### src/rtl/wb_arb3.sv
// Three-master Wishbone arbiter: round-robin ownership, stall timeout abort, 2-flop reset release.
// Define WB_ARB3_DBG_PRIO_EN to give master 2 (dbg) absolute priority at arbitration time.
module wb_arb3 #(
  parameter int AW      = 32,
  parameter int DW      = 32,
  parameter int TIMEOUT = 255
) (
  input  logic              wb_clk_i,
  input  logic              wb_rst_n_i,
  // masters, packed by index: 0 = or1k_i, 1 = or1k_d, 2 = dbg
  input  logic [3*AW-1:0]   m_adr_i,
  input  logic [3*DW-1:0]   m_dat_i,
  input  logic [11:0]       m_sel_i,
  input  logic [8:0]        m_cti_i,
  input  logic [5:0]        m_bte_i,
  input  logic [2:0]        m_we_i,
  input  logic [2:0]        m_cyc_i,
  input  logic [2:0]        m_stb_i,
  output logic [DW-1:0]     m_dat_o,
  output logic [2:0]        m_ack_o,
  output logic [2:0]        m_err_o,
  output logic [2:0]        m_rty_o,
  // slave
  output logic [AW-1:0]     s_adr_o,
  output logic [DW-1:0]     s_dat_o,
  output logic [3:0]        s_sel_o,
  output logic [2:0]        s_cti_o,
  output logic [1:0]        s_bte_o,
  output logic              s_we_o,
  output logic              s_cyc_o,
  output logic              s_stb_o,
  input  logic [DW-1:0]     s_dat_i,
  input  logic              s_ack_i,
  input  logic              s_err_i,
  input  logic              s_rty_i,
  output logic [2:0]        grant_o
);

  typedef enum logic [1:0] {IDLE, OWN, ABORT} state_t;

  state_t      state_q, state_d;
  logic [1:0]  owner_q, owner_d;
  logic [1:0]  last_q, last_d;
  logic [15:0] cnt_q, cnt_d;
  logic        err_pulse_q, err_pulse_d;

  logic [1:0]  rst_sync_q;
  logic        rst_n;
  logic [1:0]  winner;
  logic        win_updates_last;
  logic        slave_resp;

  // Assertion is asynchronous; release is retimed so no flop sees reset drop near an edge.
  always_ff @(posedge wb_clk_i or negedge wb_rst_n_i) begin
    if (!wb_rst_n_i) rst_sync_q <= 2'b00;
    else             rst_sync_q <= {rst_sync_q[0], 1'b1};
  end
  assign rst_n = rst_sync_q[1];

  function automatic logic [1:0] rr_pick(input logic [2:0] req, input logic [1:0] last);
    logic [1:0] idx;
    logic       found;
    rr_pick = 2'd0;
    found   = 1'b0;
    idx     = last;
    for (int k = 0; k < 3; k++) begin
      idx = (idx == 2'd2) ? 2'd0 : idx + 2'd1;
      if (req[idx] && !found) begin
        rr_pick = idx;
        found   = 1'b1;
      end
    end
  endfunction

`ifdef WB_ARB3_DBG_PRIO_EN
  assign winner           = m_cyc_i[2] ? 2'd2 : rr_pick({1'b0, m_cyc_i[1:0]}, last_q);
  assign win_updates_last = !m_cyc_i[2];
`else
  assign winner           = rr_pick(m_cyc_i, last_q);
  assign win_updates_last = 1'b1;
`endif

  assign slave_resp = s_ack_i | s_err_i | s_rty_i;

  // NOTE: sequential state uses non-blocking assignments so every flop samples pre-edge values.
  always_ff @(posedge wb_clk_i or negedge rst_n) begin
    if (!rst_n) begin
      state_q     <= IDLE;
      owner_q     <= 2'd0;
      last_q      <= 2'd2;
      cnt_q       <= 16'd0;
      err_pulse_q <= 1'b0;
    end else begin
      state_q     <= state_d;
      owner_q     <= owner_d;
      last_q      <= last_d;
      cnt_q       <= cnt_d;
      err_pulse_q <= err_pulse_d;
    end
  end

  // NOTE: every variable gets a default at the top of the block so no latch is inferred.
  always_comb begin
    state_d     = state_q;
    owner_d     = owner_q;
    last_d      = last_q;
    cnt_d       = cnt_q;
    err_pulse_d = 1'b0;
    case (state_q)
      IDLE: begin
        cnt_d = 16'd0;
        if (|m_cyc_i) begin
          state_d = OWN;
          owner_d = winner;
          if (win_updates_last) last_d = winner;
        end
      end
      OWN: begin
        if (!m_cyc_i[owner_q]) begin
          state_d = IDLE;
          cnt_d   = 16'd0;
        end else if (slave_resp) begin
          cnt_d = 16'd0;
        end else if (cnt_q == 16'(TIMEOUT)) begin
          state_d     = ABORT;
          cnt_d       = 16'd0;
          err_pulse_d = 1'b1;
        end else if (m_stb_i[owner_q]) begin
          cnt_d = cnt_q + 16'd1;
        end
      end
      ABORT: begin
        cnt_d = 16'd0;
        if (!m_cyc_i[owner_q]) state_d = IDLE;
      end
      default: state_d = IDLE;
    endcase
  end

  assign m_dat_o = s_dat_i;

  always_comb begin
    s_adr_o = '0;
    s_dat_o = '0;
    s_sel_o = '0;
    s_cti_o = '0;
    s_bte_o = '0;
    s_we_o  = 1'b0;
    s_cyc_o = 1'b0;
    s_stb_o = 1'b0;
    m_ack_o = 3'b000;
    m_err_o = 3'b000;
    m_rty_o = 3'b000;
    grant_o = 3'b000;
    case (state_q)
      OWN: begin
        s_adr_o          = m_adr_i[int'(owner_q)*AW +: AW];
        s_dat_o          = m_dat_i[int'(owner_q)*DW +: DW];
        s_sel_o          = m_sel_i[int'(owner_q)*4 +: 4];
        s_cti_o          = m_cti_i[int'(owner_q)*3 +: 3];
        s_bte_o          = m_bte_i[int'(owner_q)*2 +: 2];
        s_we_o           = m_we_i[owner_q];
        s_cyc_o          = m_cyc_i[owner_q];
        s_stb_o          = m_stb_i[owner_q];
        m_ack_o[owner_q] = s_ack_i;
        m_err_o[owner_q] = s_err_i;
        m_rty_o[owner_q] = s_rty_i;
        grant_o[owner_q] = 1'b1;
      end
      ABORT: begin
        // Slave is cut off here; a late ack is dropped and only the abort error reaches the owner.
        m_err_o[owner_q] = err_pulse_q;
        grant_o[owner_q] = 1'b1;
      end
      default: ;
    endcase
  end

endmodule

### config.mk
export PLATFORM = sky130hd
export DESIGN_NAME = wb_arb3
export DESIGN_NICKNAME = d
export VERILOG_FILES = /design/src/rtl/wb_arb3.sv
export SDC_FILE = /design/constraint.sdc
export NUM_CORES = 1
export LEC_CHECK = 0
export BUFFER_PORTS_ARGS = -buffer_cell sky130_fd_sc_hd__buf_2
export CORE_AREA = 2 2 151 153
export DETAILED_ROUTE_END_ITERATION = 10
export DIE_AREA = 0 0 153 155
export GPL_ROUTABILITY_DRIVEN = 0
export GPL_TIMING_DRIVEN = 0
export SKIP_CTS_REPAIR_TIMING = 1
export SLEW_MARGIN = 5
export SYNTH_ARGS = -nofsm -noshare
export SYNTH_HDL_FRONTEND = slang
export SYNTH_SLANG_ARGS = --single-unit
### constraint.sdc
create_clock -name wb_clk_i -period 4.4 [get_ports wb_clk_i]
set_input_delay 0.88 -clock wb_clk_i [delete_from_list [all_inputs] [get_ports wb_clk_i]]
set_output_delay 0.88 -clock wb_clk_i [all_outputs]
set_load 0.005 [all_outputs]
## Word-level counts from Yosys, hierarchy flattened

Cells that the tools add are included.

| cells by class | value |
|---|---|
| $add $sub $neg | 4 |
| $mul | 1 |
| div/mod/pow operators | 0 |
| $lt $le $gt $ge | 5 |
| equal/unequal tests | 11 |
| shift-type cells | 5 |
| multiplexer cells | 49 |
| bitwise operators | 6 |
| reduce and logical (&&, ||, !) cells | 13 |

Operators with widths:

| cell | number |
|---|---|
| $shiftx 96x8->32 | 2 |
| $mux 16 | 4 |
| $mux 32 | 2 |
| $pmux 16 s2 | 1 |
| $mux 2 | 12 |
| $add 16x1->16 const B | 1 |
| $eq 16x8->1 const B | 1 |
| $mux 1 | 16 |
| $and 3x3->3 | 4 |
| $bmux 1 s2 | 6 |
| $lt 2x3->1 const B | 4 |
| $mux 3 | 4 |
| $shiftx 12x5->4 | 1 |
| $shiftx 9x5->3 | 1 |
| $eq 2x2->1 const B | 4 |
| $add 2x1->2 const B | 3 |
| $ne 3x3->1 const B | 2 |
| $pmux 2 s3 | 1 |
| $pmux 3 s2 | 1 |
| $shiftx 6x4->2 | 1 |
| $ne 5x5->1 const B | 1 |
| $mul 2x2->4 const B | 1 |
| $mux 4 | 1 |
| $ne 2x2->1 const B | 2 |
| other kinds (12) | 18 |

| storage, ports and cells | value |
|---|---|
| register bits | 25 |
| latch bits | 0 |
| RAM bits | 0 |
| bits in read-only memories | 0 |
| input port bits | 265 |
| logic and storage cells | 100 |
| memories kept | 0 |

## Logic depth before layout (Yosys ltp)

| logic depth | value |
|---|---|
| depth in word-level cells | 11 |
| mapped depth | 9 |
| mapped depth without buffers | 7 |

## Worst setup path after synthesis

Ideal clock, no wire load.

| timing path | value |
|---|---|
| path type | input to output |
| from | input port m_stb_i[2] |
| to | output port s_stb_o |
| arrival | 1.679 ns |
| required time | 3.520 ns |
| slack | 1.841 ns |
| cell stages on the path | 4 |
| path buffers | 1 |
| path through | mux2i_1 o21a_1 buf_2 nor2_1 |

| on the way | value |
|---|---|
| longest elaborated chain between the ends | 3 |

Ends and longest elaborated chain:

| what | line | text |
|---|---|---|
| start, declared | 18 | `input logic [2:0] m_stb_i,` |
| $bmux 1 s2 | 164 | `s_stb_o = m_stb_i[owner_q];` |
| $mux 1 (not written as such) | 164 |  |
| $mux 1 | 155 | `case (state_q)` |
| end, declared | 31 | `output logic s_stb_o,` |

Every way passes these cells. The select of a mux whose other input is x is not followed.

## Worst setup path after layout

| timing path | value |
|---|---|
| from | register owner_q[1] |
| to | output port s_dat_o[12] |

| on the way | value |
|---|---|
| longest elaborated chain between the ends | 2 |

Ends and longest elaborated chain:

| what | line | text |
|---|---|---|
| start, declared | 42 | `logic [1:0] owner_q, owner_d;` |
| start signal, assigned | 95 | `owner_q <= owner_d;` |
| $shiftx 96x8->32 | 158 | `s_dat_o = m_dat_i[int'(owner_q)*DW +: DW];` |
| $mux 32 | 155 |  |
| end, declared | 25 | `output logic [DW-1:0] s_dat_o,` |

Every way passes these cells.

==> flow_summary.html <==
<table>
<tr><th>Metric</th><th>Value</th></tr>
<tr><th colspan="2">Status</th></tr>
<tr><td>Run status</td><td>completed</td></tr>
<tr><th colspan="2">Run</th></tr>
<tr><td>Max Cap Violations</td><td>0</td></tr>
<tr><th colspan="2">Die</th></tr>
<tr><td>Standard-cell rows</td><td>55</td></tr>
<tr><td>Vert. Die Dim</td><td>155 µm</td></tr>
<tr><td>Die Span X</td><td>roughly 150 µm</td></tr>
<tr><td>Initial Utilization</td><td>approximately 17%</td></tr>
<tr><td>Die Footprint</td><td>around 24000 µm²</td></tr>
<tr><td>Total core area</td><td>22200 µm²</td></tr>
<tr><td>Num ports</td><td>385</td></tr>
<tr><th colspan="2">Route</th></tr>
<tr><td>Total number of vias</td><td>about 5300</td></tr>
<tr><td>Remaining routing DRC violations</td><td>0</td></tr>
<tr><td>Wire length per cell after detailed routing</td><td>~17 µm</td></tr>
<tr><td>Overall routed net length</td><td>just over 20 mm</td></tr>
<tr><td>Count of routing violations after the opening detailed-route iteration</td><td>between 300 and 400</td></tr>
<tr><td>1st-pass router iterations</td><td>4</td></tr>
<tr><td>Routed via count divided by cell count</td><td>between 4 and 5</td></tr>
<tr><td>Number of routed nets with antenna violations</td><td>0</td></tr>
<tr><th colspan="2">Clocking</th></tr>
<tr><td>Num CTS Buffers</td><td>3</td></tr>
<tr><td>CTS tree</td><td>done</td></tr>
<tr><td>Root cell of the clock tree</td><td>clkbuf_16</td></tr>
<tr><td>Clock input transition at the sequential cells of the worst setup and hold paths</td><td>approximately 0.060 ns</td></tr>
<tr><td>Buffer levels on the longest clock path</td><td>2</td></tr>
<tr><td>Clock network latency to the later pin of the worst-skew pair</td><td>approximately 0.26 ns</td></tr>
<tr><td>H-tree level count</td><td>1</td></tr>
<tr><td>Clock sink count</td><td>24</td></tr>
<tr><th colspan="2">STA</th></tr>
<tr><td>Max Fclk</td><td>about 250 MHz</td></tr>
<tr><td>Setup violation total in the final timing report</td><td>0</td></tr>
<tr><td>Minimum clock period</td><td>approximately 4.1 ns</td></tr>
<tr><td>Final TNS setup</td><td>0 ns</td></tr>
<tr><td>Setup repair after global routing missed its margin</td><td>no</td></tr>
<tr><td>Ratio of final minimum period to clock period</td><td>between 90 and 100%</td></tr>
<tr><td>Slew of the pin with the lowest slew margin</td><td>0.965 ns</td></tr>
<tr><td>Final Slew Violations</td><td>0</td></tr>
<tr><td>Setup skew after layout</td><td>around 0.0055 ns</td></tr>
<tr><td>Count of final hold-check violations</td><td>0</td></tr>
<tr><td>Worst max-slew margin expressed relative to the limit</td><td>between 30% and 40%</td></tr>
<tr><th colspan="2">Worst setup path</th></tr>
<tr><td>Maximum net fanout on the critical path</td><td>10</td></tr>
<tr><td>Count of buffering cells on the critical path with inverters included</td><td>5</td></tr>
<tr><td>Cell chain of the critical path</td><td>buf_2 -&gt; clkbuf_1 -&gt; nor2b_1 -&gt; clkbuf_1 -&gt; buf_1 -&gt; a21oi_1 -&gt; nor2_1 -&gt; buf_2</td></tr>
<tr><td>Data arrival time at the worst-slack endpoint</td><td>between 3 and 4 ns</td></tr>
<tr><td>Crit-path slowest cell</td><td>clkbuf_1</td></tr>
<tr><td>Worst setup SP type</td><td>flip-flop</td></tr>
<tr><td>Critical Path Max Stage Delay</td><td>roughly 0.69 ns</td></tr>
<tr><td>Kind of end point of the critical path</td><td>output pin</td></tr>
<tr><td>Setup CP Type</td><td>flip-flop to output pin</td></tr>
<tr><td>Data required time at the worst endpoint</td><td>approximately 3.5 ns</td></tr>
<tr><td>Dominant delay contributor by cell family on the critical path</td><td>buffers and inverters</td></tr>
<tr><th colspan="2">Yosys</th></tr>
<tr><td>Count of distinct cell types in the synthesized netlist</td><td>50</td></tr>
<tr><td>Post-Synthesis Net Count</td><td>835</td></tr>
<tr><td>Ys async rst share</td><td>between 90% and 100%</td></tr>
<tr><td>Number of enable-type register cells in the synthesized netlist</td><td>0</td></tr>
<tr><td>Number of warning messages in the yosys log</td><td>0</td></tr>
<tr><td>Post-Syn Instances</td><td>around 570</td></tr>
<tr><td>Post-synth design cell area</td><td>~3800 µm²</td></tr>
<tr><td>Number of synthesized register bits</td><td>24</td></tr>
<tr><td>Mean post-synth cell area</td><td>approximately 6.6 µm²</td></tr>
<tr><td>Portion of the post-synthesis area used by sequential elements</td><td>16.0%</td></tr>
<tr><td>Post-synth top flop</td><td>dfrtp_1</td></tr>
<tr><th colspan="2">Layout</th></tr>
<tr><td>Post-route cell area</td><td>5960 µm²</td></tr>
<tr><td>Layout cells sized above 1</td><td>between 40% and 50%</td></tr>
<tr><td>Layout net count</td><td>1192</td></tr>
<tr><td>Syn-to-layout area delta</td><td>58.6%</td></tr>
<tr><th colspan="2">Hold path</th></tr>
<tr><td>Tightest Hold Check Type</td><td>flip-flop to flip-flop</td></tr>
<tr><th colspan="2">Power and ir drop</th></tr>
<tr><td>Power share of the clock group</td><td>between 6 and 7%</td></tr>
<tr><td>Reg power frac</td><td>9.0%</td></tr>
<tr><td>Maximum vdd drop</td><td>0.000224 V</td></tr>
<tr><td>Switch Pwr</td><td>roughly 1.6 mW</td></tr>
<tr><td>Leak</td><td>about 3.2 nW</td></tr>
<tr><td>Fraction of power consumed by combinational cells</td><td>between 80% and 90%</td></tr>
<tr><td>Pint</td><td>between 1 and 1.5 mW</td></tr>
<tr><td>Power density relative to cell area</td><td>493 nW/µm²</td></tr>
<tr><td>Switching Fraction</td><td>a little under three fifths</td></tr>
<tr><th colspan="2">GRT</th></tr>
<tr><td>All-layer global routing usage</td><td>15.9%</td></tr>
<tr><td>Pin count of the biggest net entering global routing</td><td>23</td></tr>
<tr><td>Number of antenna violations at the first check in global routing</td><td>5</td></tr>
<tr><td>Met3 capacity usage during global routing</td><td>under 10%</td></tr>
<tr><td>Vias in the first global route</td><td>around 5100</td></tr>
<tr><td>Wire length of the first global-routing pass</td><td>between 20 and 30 mm</td></tr>
<tr><td>GRT met1 Usage</td><td>around a fifth</td></tr>
<tr><td>Residual overflow from global routing</td><td>0</td></tr>
<tr><td>Met2 usage in global routing</td><td>a little over a quarter</td></tr>
<tr><td>Global routing's busiest layer</td><td>met2</td></tr>
<tr><th colspan="2">Placed design</th></tr>
<tr><td>Placed instance area</td><td>5880 µm²</td></tr>
<tr><td>IO buf count</td><td>352</td></tr>
<tr><td>HPWL Detailed</td><td>about 17 mm</td></tr>
</table>
-- synth_stat cells (2+ instances only) --
cell type	count	area, µm²
buf_2	11	55.1
a22oi_1	2	15.0
a211o_1	2	17.5
clkbuf_1	28	105
o21a_1	2	15.0
inv_1	6	22.5
nand2b_1	3	18.8
nor3_1	10	50.1
a32oi_1	3	26.3
or3_1	6	37.5
nor4_1	4	25.0
nand2_1	27	101
or4_1	4	30.0
nand4_1	3	18.8
dfrtp_1	23	576
nor2_1	160	601
ha_1	4	50.1
mux2i_1	79	791
o31ai_1	10	75.1
buf_4	33	248
buf_1	3	11.3
nand3b_1	3	22.5
a21oi_1	84	420
and2_1	2	12.5
o211ai_1	7	52.6
or2_2	2	12.5
o22ai_1	2	12.5
nor2b_1	3	18.8
and4_1	2	17.5
nand3_1	7	35.0
o21ai_0	12	60.1
-- placed cells by master (no fill, tap or decap), types with 4 or more instances in the layout --
| cell | count |
|---|---|
| nand3_1 | 7 |
| nor2_1 | 160 |
| buf_4 | 33 |
| or4_1 | 4 |
| nand2_1 | 27 |
| buf_2 | 363 |
| nor4_1 | 4 |
| o211ai_1 | 7 |
| dfrtp_1 | 23 |
| o31ai_1 | 10 |
| nor3_1 | 10 |
| o21ai_0 | 12 |
| inv_1 | 6 |
| or3_1 | 6 |
| ha_1 | 4 |
| clkbuf_1 | 29 |
| mux2i_1 | 79 |
| a21oi_1 | 84 |
-- worst paths after layout --
check / from / end / slack [ns] / cells past startpoint
setup / recovery: owner_q[1] / s_dat_o[12] / 0.33 / 8
hold / removal: rst_sync_q[0] / rst_sync_q[1] / 0.36 / 0
setup reg to reg: cnt_q[0] / cnt_q[12] / 2.11 / 7
hold reg to reg: rst_sync_q[0] / rst_sync_q[1] / 0.36 / 0
max in group asynchronous: rst_sync_q[1] / cnt_q[5] / 3.41 / 0
min in group asynchronous: wb_rst_n_i / rst_sync_q[0] / 0.39 / 1
-- through the flow --
stage | utilization [%] | power, mW | setup slack, ns | instances | hold slack [ns]
global route | 26.8 | 3.20 | 0.0852 | 1209 | 0.376
CTS | 26.8 | 2.96 | 0.264 | 1207 | 0.360
finish | 26.8 | 2.94 | 0.330 | 1209 | 0.357
global placement | 26.4 | 2.74 | 0.540 | 1203 | 0.341
detailed placement | 26.4 | 2.75 | 0.564 | 1203 | 0.336
floorplan | - | 1.71 | 1.84 | 566 | 0.280
-- power groups by stage --
stage | Combinational (mW) | Sequential [mW] | Clock (mW)
global placement | 2.47 | 0.267 | 0
global route | 2.72 | 0.267 | 0.215
CTS | 2.49 | 0.263 | 0.210
floorplan | 1.45 | 0.262 | 0
detailed placement | 2.48 | 0.268 | 0
finish | 2.47 | 0.263 | 0.204
-- sequential cells by signal, indices dropped and copies added (netlist names) --
name,count
cnt_q,16
err_pulse_q,1
last_q,1
owner_q,2
rst_sync_q,2
state_q,2
-- final cells by class --
class / count / area, µm²
Fill cell: 2516 / 16300
Sequential cell: 24 / 602
Tap cell: 285 / 357
Buffer: 77 / 444
Inverter: 7 / 26.3
Antenna cell: 2 / 5.00
Multi-Input combinational cell: 458 / 2690
Timing Repair Buffer: 352 / 1760
Clock buffer: 4 / 78.8
-- per-layer routing --
metal | up-vias | part of all wire [%]
met3 | 27 | 6.5
met2 | 218 | 49
met5 | - | 0.13
met4 | 4 | 2.3
li1 | 2652 | -
met1 | 2429 | 42
-- kinds of logic (layout without fill, tap and decap cells) --
family | Yosys count | after routing | synth area share, %
AND/OR/NAND/NOR | 244 | 244 | 29.1
AO/OA/AOI/OAI | 128 | 128 | 19.4
buffers and inverters | 84 | 440 | 12.5
multiplexers | 80 | 80 | 21.3
flip-flops | 24 | 24 | 16.0
adder cells (fa/ha/maj) | 4 | 4 | 1.33
other | 1 | 3 | 0.0997
XOR/XNOR | 1 | 1 | 0.233
Power figures use the tool's default switching activity.
